[config.mk]
export PLATFORM = sky130hd
export DESIGN_NAME = updown_counter
export DESIGN_NICKNAME = d
export VERILOG_FILES = /design/src/rtl/updown_counter.sv
export SDC_FILE = /design/constraint.sdc
export NUM_CORES = 1
export LEC_CHECK = 0
export CORE_ASPECT_RATIO = 0.6
export CORE_UTILIZATION = 35
export CTS_BUF_LIST = sky130_fd_sc_hd__clkbuf_8 sky130_fd_sc_hd__clkbuf_16
export CTS_CLUSTER_DIAMETER = 100
export DETAILED_ROUTE_END_ITERATION = 12
export PLACE_DENSITY_LB_ADDON = 0.3
export RECOVER_POWER = 50
export SLEW_MARGIN = 0
export SYNTH_ARGS = -nofsm -noshare
export SYNTH_HDL_FRONTEND = slang
export SYNTH_SLANG_ARGS = --single-unit
[constraint.sdc]
create_clock -name clk -period 3.2 [get_ports clk]
set_clock_uncertainty 0.1 [all_clocks]
set_input_delay 0.32 -clock clk [delete_from_list [all_inputs] [get_ports clk]]
set_output_delay 0.32 -clock clk [all_outputs]
set_load 0.1 [all_outputs]
[src/rtl/updown_counter.sv]
`default_nettype none
// ============================================================================
//  Module   : updown_counter
//  Brief    : Parameterised up/down counter with prescaler, load, wrap or
//             saturate boundary handling, terminal-count pulse and sticky flag.
//  Revision : 1.0 - initial release
// ============================================================================
module updown_counter #(
  parameter int unsigned      WIDTH    = 64,
  parameter logic [WIDTH-1:0] MAX_VAL  = {WIDTH{1'b1}},
  parameter bit               SAT      = 1'b0,
  parameter int unsigned      PRESCALE = 1
) (
  input  logic             clk,
  input  logic             rst,
  input  logic             en,
  input  logic             up,
  input  logic             load,
  input  logic [WIDTH-1:0] load_val,
  input  logic [WIDTH-1:0] cmp_val,
  input  logic             clr_ovf,
  output logic [WIDTH-1:0] out,
  output logic             tc,
  output logic             ovf,
  output logic             match
);

  localparam logic [15:0]      c_ps_last = 16'(PRESCALE - 1);
  localparam logic [WIDTH-1:0] c_one     = {{(WIDTH-1){1'b0}}, 1'b1};

  logic [15:0]      pre_q, pre_d;
  logic [WIDTH-1:0] out_q, out_d;
  logic             tc_q, tc_d;
  logic             ovf_q, ovf_d;

  logic             w_pre_wrap;
  logic             w_step;
  logic             w_at_max;
  logic             w_at_zero;
  logic             w_boundary;
  logic [WIDTH-1:0] w_load_clamped;

  // A step fires on the qualified cycle that brings the prescaler back to 0.
  assign w_pre_wrap     = (pre_q == c_ps_last);
  assign w_step         = en & ~load & w_pre_wrap;
  assign w_at_max       = (out_q == MAX_VAL);
  assign w_at_zero      = (out_q == '0);
  assign w_boundary     = w_step & (up ? w_at_max : w_at_zero);
  assign w_load_clamped = (load_val > MAX_VAL) ? MAX_VAL : load_val;

  always_comb begin
    pre_d = pre_q;
    if (load) begin
      pre_d = '0;
    end else if (en) begin
      pre_d = w_pre_wrap ? 16'd0 : (pre_q + 16'd1);
    end
  end

  always_comb begin
    out_d = out_q;
    if (load) begin
      out_d = w_load_clamped;
    end else if (w_step) begin
      if (up) begin
        if (!w_at_max) begin
          out_d = out_q + c_one;
        end else if (!SAT) begin
          out_d = '0;
        end
      end else begin
        if (!w_at_zero) begin
          out_d = out_q - c_one;
        end else if (!SAT) begin
          out_d = MAX_VAL;
        end
      end
    end
  end

  // Setting wins over a simultaneous clear so no boundary event is lost.
  always_comb begin
    tc_d  = w_boundary;
    ovf_d = w_boundary | (ovf_q & ~clr_ovf);
  end

  always_ff @(posedge clk or posedge rst) begin
    if (rst) begin
      pre_q <= '0;
      out_q <= '0;
      tc_q  <= 1'b0;
      ovf_q <= 1'b0;
    end else begin
      pre_q <= pre_d;
      out_q <= out_d;
      tc_q  <= tc_d;
      ovf_q <= ovf_d;
    end
  end

  assign out   = out_q;
  assign tc    = tc_q;
  assign ovf   = ovf_q;
  assign match = (out_q == cmp_val);

endmodule
`default_nettype wire

==> metrics.md, run 1 <==
| Metric | Value |
|---|---|
| Status | finished with violations |
| Failing checks | capacitance limit, slew limit |
| Vias in the first global route | slightly above 10000 |
| Most frequent cells in the layout | buf_4 (196), clkdlybuf4s50_1 (130), nand2_1 (104) |
| Post-synthesis sequential area ratio | 0.245 |
| First-pass GRT wire length | 67.5 mm |
| Average footprint of a synthesized cell | ~7.3 um^2 |
| Row cnt | 43 |
| Static Leak | 4.52 nW |
| H-tree depth | 3 |
| Total CTS buffers | 9 |
| Clock Tree Buf Depth | 2 |
| Post-DR vias/cell | about 6.4 |
| Post-CTS Setup Inserts | 0 |
| Average wire per cell in the routed design | approximately 26 um |
| TritonCTS clock tree | built |
| Die Span Y | about 120 um |
| Fmax | 313 MHz |
| Synth Warn # | 0 |
| Ant diodes | 0 |
| Die area | 24600 um^2 |
| Syn_nets | around 1300 |
| Ratio of cells with drive above 1 in the final layout | 0.212 |
| Final Max Tran Viols | 31 |
| Main flop type after synthesis | dfrtp_1 |
| Met2 routed WL | between 15 and 20 mm |
| DP Wirelength | roughly 36 mm |
| Chip width | 202 um |
| Clock Latency Late Sink | 370 ps |
| Clk slew on worst S/H paths | 80 ps |
| Slew HR | -0.125 |
| Netlist cell types | slightly above 70 |
| # IOs | 201 |
| Gr usage total | 0.373 |
| Hold Slack | roughly 370 ps |
| Worst Tran Pin Value | 1680 ps |
| Synth area leaders | dfrtp_1 (24%), xor2_1 (7.8%), o21ai_0 (5.5%), nand2_1 (4.7%), a21oi_1 (4.4%) |
| Total grt overflow | 0 |
| Largest net degree at the start of global routing | 43 |
| Dominant cell type by area after synthesis | dfrtp_1 |
| Ys async rst share | 1.00 |
| Post-synth top area share | 0.245 |
| Post-synth EDFFs | 0 |
| Antenna Nets Post-Route | 0 |
| Initial Utilization | 0.360 |
| Setup TNS Final | 0 ps |
| Max cap viols | 1 |
| Hold-fix buffers, CTS | 0 |
| Number of synthesized register bits | between 80 and 90 |
| Port Buffers | 200 |
| Root Driver | clkbuf_16 |
| DR top layer | met5 |
| Final std cells w/o fill | 1740 |
| Tcrit/Tclk final | 0.998 |
| Initial DRC Count | 1698 |
| DRT met1 WL | 19.9 mm |
| Crit path time final | 3190 ps |
| Fin. Hold Viols | 0 |
| Type of the most critical hold path | input pin to register |
| Peak supply drop | 0.351 mV |
| CTS Sinks | 82 |
| RSZ-0062 raised after global routing | yes |
| Final #Nets | 1559 |
| Setup violators final | 0 |
| CP required | 3330 ps |
| Total routed wirelength | between 40 and 50 mm |
| Synthesized cell area | 8380 um^2 |
| Power density cells | 415 nW/um^2 |
| Met3 wire length | 6.87 mm |
| Worst setup SP type | register |
| Core area | 23300 um^2 |
| Data arrival time of the critical path | 3330 ps |
| Pre-antenna DRT Iters | 6 |
| Commonest non-fill, non-tap cell in the layout | buf_4 |
| Detailed-route DRC error count | 0 |
| Number of antenna violations at the first check in global routing | 1 |
| CP Class | register to register |
| GP Congestion | 1.06 |
| Post_cts resized | 0 |
| Via count | between 10000 and 15000 |
| Area Growth Syn to Fin | 40.5% |
| Gate Count Post-Synth | 1155 |
| Critical path endpoint category | register |
| Critical-path maximum fanout | 11 |
| # placed instances | ~1700 |
==> routing by layer <==
layer  up-vias  track usage
met3        97        0.129
li1       4872            -
met5         -            0
met2       840        0.511
met4         2        0.108
met1      5342        0.541
==> report_power, final <==
group	switching (mW)	internal [mW]	total (mW)
Clock	0.513	0.627	1.14
Sequential	0.172	1.15	1.32
Combinational	1.70	0.722	2.43
Total	2.39	2.50	4.89
==> kinds of logic after synthesis <==
kind of cell    after synthesis  share of synthesized area
mux                          11                     0.0137
fa+ha+maj                     5                    0.00747
xor+xnor                     92                     0.0962
compound gates              324                      0.252
flops                        82                      0.245
buf+inv                     139                     0.0696
simple gates                502                      0.316
==> layout make-up <==
cell class              instances  area [um^2]
fillers                      2325        11500
multi-input cells             934         5850
repair buffers                367         3020
flip-flops and latches         82         2110
well taps                     315          394
clock buffers                  10          239
inverters                      26         98.8
clock inverters                 6         66.3
==> stage by stage <==
step	cell area, um^2	worst slack, ps	total power [mW]	utilization
final	11800	7.46	4.89	0.505
after global routing	11800	-4.87	5.04	0.505
after CTS	11900	41.0	4.88	0.509
after detailed placement	11600	89.2	3.75	0.496
after global placement	11600	139	3.74	0.496
after floorplan	8530	-133	2.84	-
==> registers in the layout (all words and copies together), names as in the netlist <==
| signal | cells |
|---|---|
| tc | 1 |
| pre_q | 16 |
| ovf | 1 |
| out | 64 |
==> final timing paths <==
check / start / end / slack (ps) / cells past startpoint
worst max-delay path: out[16] / out[44] / 7 / 8
worst min-delay path: load / out[32] / 370 / 3
worst max register to register: out[16] / out[44] / 7 / 8
worst min register to register: pre_q[15] / pre_q[15] / 370 / 1
max in group asynchronous: rst / out[45] / 340 / 4
min in group asynchronous: rst / out[21] / 690 / 2
==> cells in the mapped netlist, types with 14 or more instances <==
library cell	instances
and3_1	16
nand3_1	59
clkbuf_1	82
nand4_1	39
nor4_1	59
nor2_1	76
or4_1	18
buf_2	19
xnor2_1	17
or3_1	19
a31oi_1	14
nand2_1	104
a21oi_1	74
nor3_1	52
xor2_1	75
o21ai_0	92
dfrtp_1	82
inv_1	24
o22ai_1	18
==> worst max-delay path: stages (launching register included) <==
cell	delay (ps)
dfrtp_2	410
or4_4	530
or4_4	560
or4_4	570
nor4_1	220
buf_4	170
a31oi_1	90
nor3b_1	270
o31ai_1	120
Note: power is estimated with default switching activity, not from simulation.
==> run 2, diff against run 1 <==
--- a/config.mk
+++ b/config.mk
@@ -10,8 +10,10 @@
 export CTS_BUF_LIST = sky130_fd_sc_hd__clkbuf_8 sky130_fd_sc_hd__clkbuf_16
 export CTS_CLUSTER_DIAMETER = 100
 export DETAILED_ROUTE_END_ITERATION = 12
+export HOLD_SLACK_MARGIN = 0.03
 export PLACE_DENSITY_LB_ADDON = 0.3
 export RECOVER_POWER = 50
+export SETUP_SLACK_MARGIN = 0.05
 export SLEW_MARGIN = 0
 export SYNTH_ARGS = -nofsm -noshare
 export SYNTH_HDL_FRONTEND = slang
==> run 2 against run 1 <==
Register-to-register slack better by 110 ps. Final cell count about the same. Utilization hardly changed. Critical path type is now register to primary output. Hold slack lost 58 ps. Global-route usage fell by 0.66 points. The run still ends with capacitance limit, slew limit left. Sequential power is essentially flat. Critical endpoint is now match. Setup slack gained 21 ps. Cell area hardly changed.
==> metrics.md, run 2 (synthesis gave the netlist of run 1 again) <==
| Metric | Value |
|---|---|
| Row cnt | 43 |
| Largest net degree at the start of global routing | 74 |
| Static Leak | ~4.5 nW |
| Final core utilization | 0.505 |
| Max cap viols | 1 |
| # placed instances | 1725 |
| R2r setup slk | 120 ps |
| Fmax | 315 MHz |
| RSZ-0062 raised after global routing | no |
| Post-DR vias/cell | ~6.4 |
| Largest register FFs | 64 |
| First-pass GRT wire length | 66.1 mm |
| Ratio of cells with drive above 1 in the final layout | 0.218 |
| Initial DRC Count | approximately 1700 |
| CP Class | register to primary output |
| Core area | approximately 23000 um^2 |
| Clock Latency Late Sink | 380 ps |
| Critical path endpoint category | primary output |
| H-tree depth | 3 |
| Ant diodes | 0 |
| Failing checks | capacitance limit, slew limit |
| Total CTS buffers | 9 |
| Power density cells | 405 nW/um^2 |
| Setup violators final | 0 |
| Clock Tree Buf Depth | 2 |
| GP Congestion | roughly 1.0 |
| Via count | 11200 |
| Area Growth Syn to Fin | 40.4% |
| Slew HR | -0.457 |
| Area occupied by multi-input gates | a little under 6000 um^2 |
| Gr usage total | 0.366 |
| Commonest non-fill, non-tap cell in the layout | buf_4 |
| Die area | 24600 um^2 |
| Setup TNS Final | 0 ps |
| Chip width | 202 um |
| Worst setup SP type | register |
| Post-CTS Setup Inserts | 0 |
| Status | finished with violations |
| DP Wirelength | 35.2 mm |
| Pre-antenna DRT Iters | 6 |
| Total routed wirelength | 45.9 mm |
| Average wire per cell in the routed design | 26.4 um |
| Slowest cell on the critical path | nor4_2 |
| Data arrival time of the critical path | approximately 2800 ps |
| Hold Slack | 311 ps |
| Port Buffers | 200 |
| Final Max Tran Viols | 41 |
| Peak supply drop | 0.278 mV |
| CP required | between 2000 and 3000 ps |
| Setup WS pre-CTS | 106 ps |
| Detailed-route DRC error count | 0 |
| Worst-path cell chain | buf_4, xor2_1, nor4_2, nand4_1, nor4_4, buf_12 |
| Clk slew on worst S/H paths | 70 ps |
| Type of the most critical hold path | input pin to register |
| Crit path time final | 3170 ps |
| CTS Sinks | 82 |
| Number of antenna violations at the first check in global routing | 0 |
| Crit-path max cell delay | 480 ps |
| Fin. Hold Viols | 0 |
| # IOs | around 200 |
| Tcrit/Tclk final | 0.991 |
| Initial Utilization | 0.360 |
| Critical-path maximum fanout | 7 |
| Layout fillers | 2314 |
| Final std cells w/o fill | approximately 1700 |
| Die Span Y | roughly 120 um |
| TritonCTS clock tree | built |
| Post_cts resized | 1 |
| Storage element area | 2110 um^2 |
| Antenna Nets Post-Route | 0 |
| Most frequent cells in the layout | buf_4 (197), clkdlybuf4s50_1 (130), nand2_1 (103) |
| Total grt overflow | 0 |
| Hold-fix buffers, CTS | 0 |
| Worst Tran Pin Value | between 2000 and 2500 ps |
| Worst Slack Setup Final | 28.3 ps |
| Vias in the first global route | approximately 10000 |
| Root Driver | clkbuf_16 |
| Final #Nets | 1560 |
-- run 2: power by group --
| part | internal, mW | total, mW | switching (mW) |
|---|---|---|---|
| Combinational | 0.729 | 2.44 | 1.72 |
| Sequential | 1.15 | 1.33 | 0.177 |
| Clock | 0.512 | 0.998 | 0.486 |
-- run 2: final timing paths --
path / startpoint / endpoint / depth (start not counted)
worst max-delay path: out[21] / match / 6
worst min-delay path: load / out[0] / 3
worst max register to register: out[16] / out[56] / 7
worst min register to register: pre_q[15] / pre_q[15] / 1
max in group asynchronous: rst / out[54] / 2
min in group asynchronous: rst / out[31] / 2
-- run 2: cell type report --
class / instances / share of cell area
well taps: 315 / 0.0335
inverters: 26 / 0.00840
multi-input cells: 934 / 0.500
clock buffers: 9 / 0.0191
clock inverters: 7 / 0.00266
repair buffers: 368 / 0.257
flip-flops and latches: 82 / 0.179
-- run 2: worst max-delay path, delay by kind of cell (launching register included) --
family	cells	cell delay, ps
simple gates	3	1290
flops	1	460
buf+inv	2	400
xor+xnor	1	220
-- run 2: stage by stage --
stage	area, um^2	power [mW]
2_1_floorplan	8540	2.84
3_5_place_dp	11600	3.76
5_1_grt	11800	4.91
6_report	11800	4.77
3_3_place_gp	11600	3.74
4_1_cts	11800	4.75
-- run 2: metal layers --
| metal | vias to the layer above | share of wire | global-route usage |
|---|---|---|---|
| met5 | - | 0 | 0 |
| met4 | 0 | 0.029 | 0.126 |
| met3 | 87 | 0.15 | 0.125 |
| met2 | 868 | 0.39 | 0.489 |
| met1 | 5382 | 0.43 | 0.535 |
| li1 | 4871 | - | - |
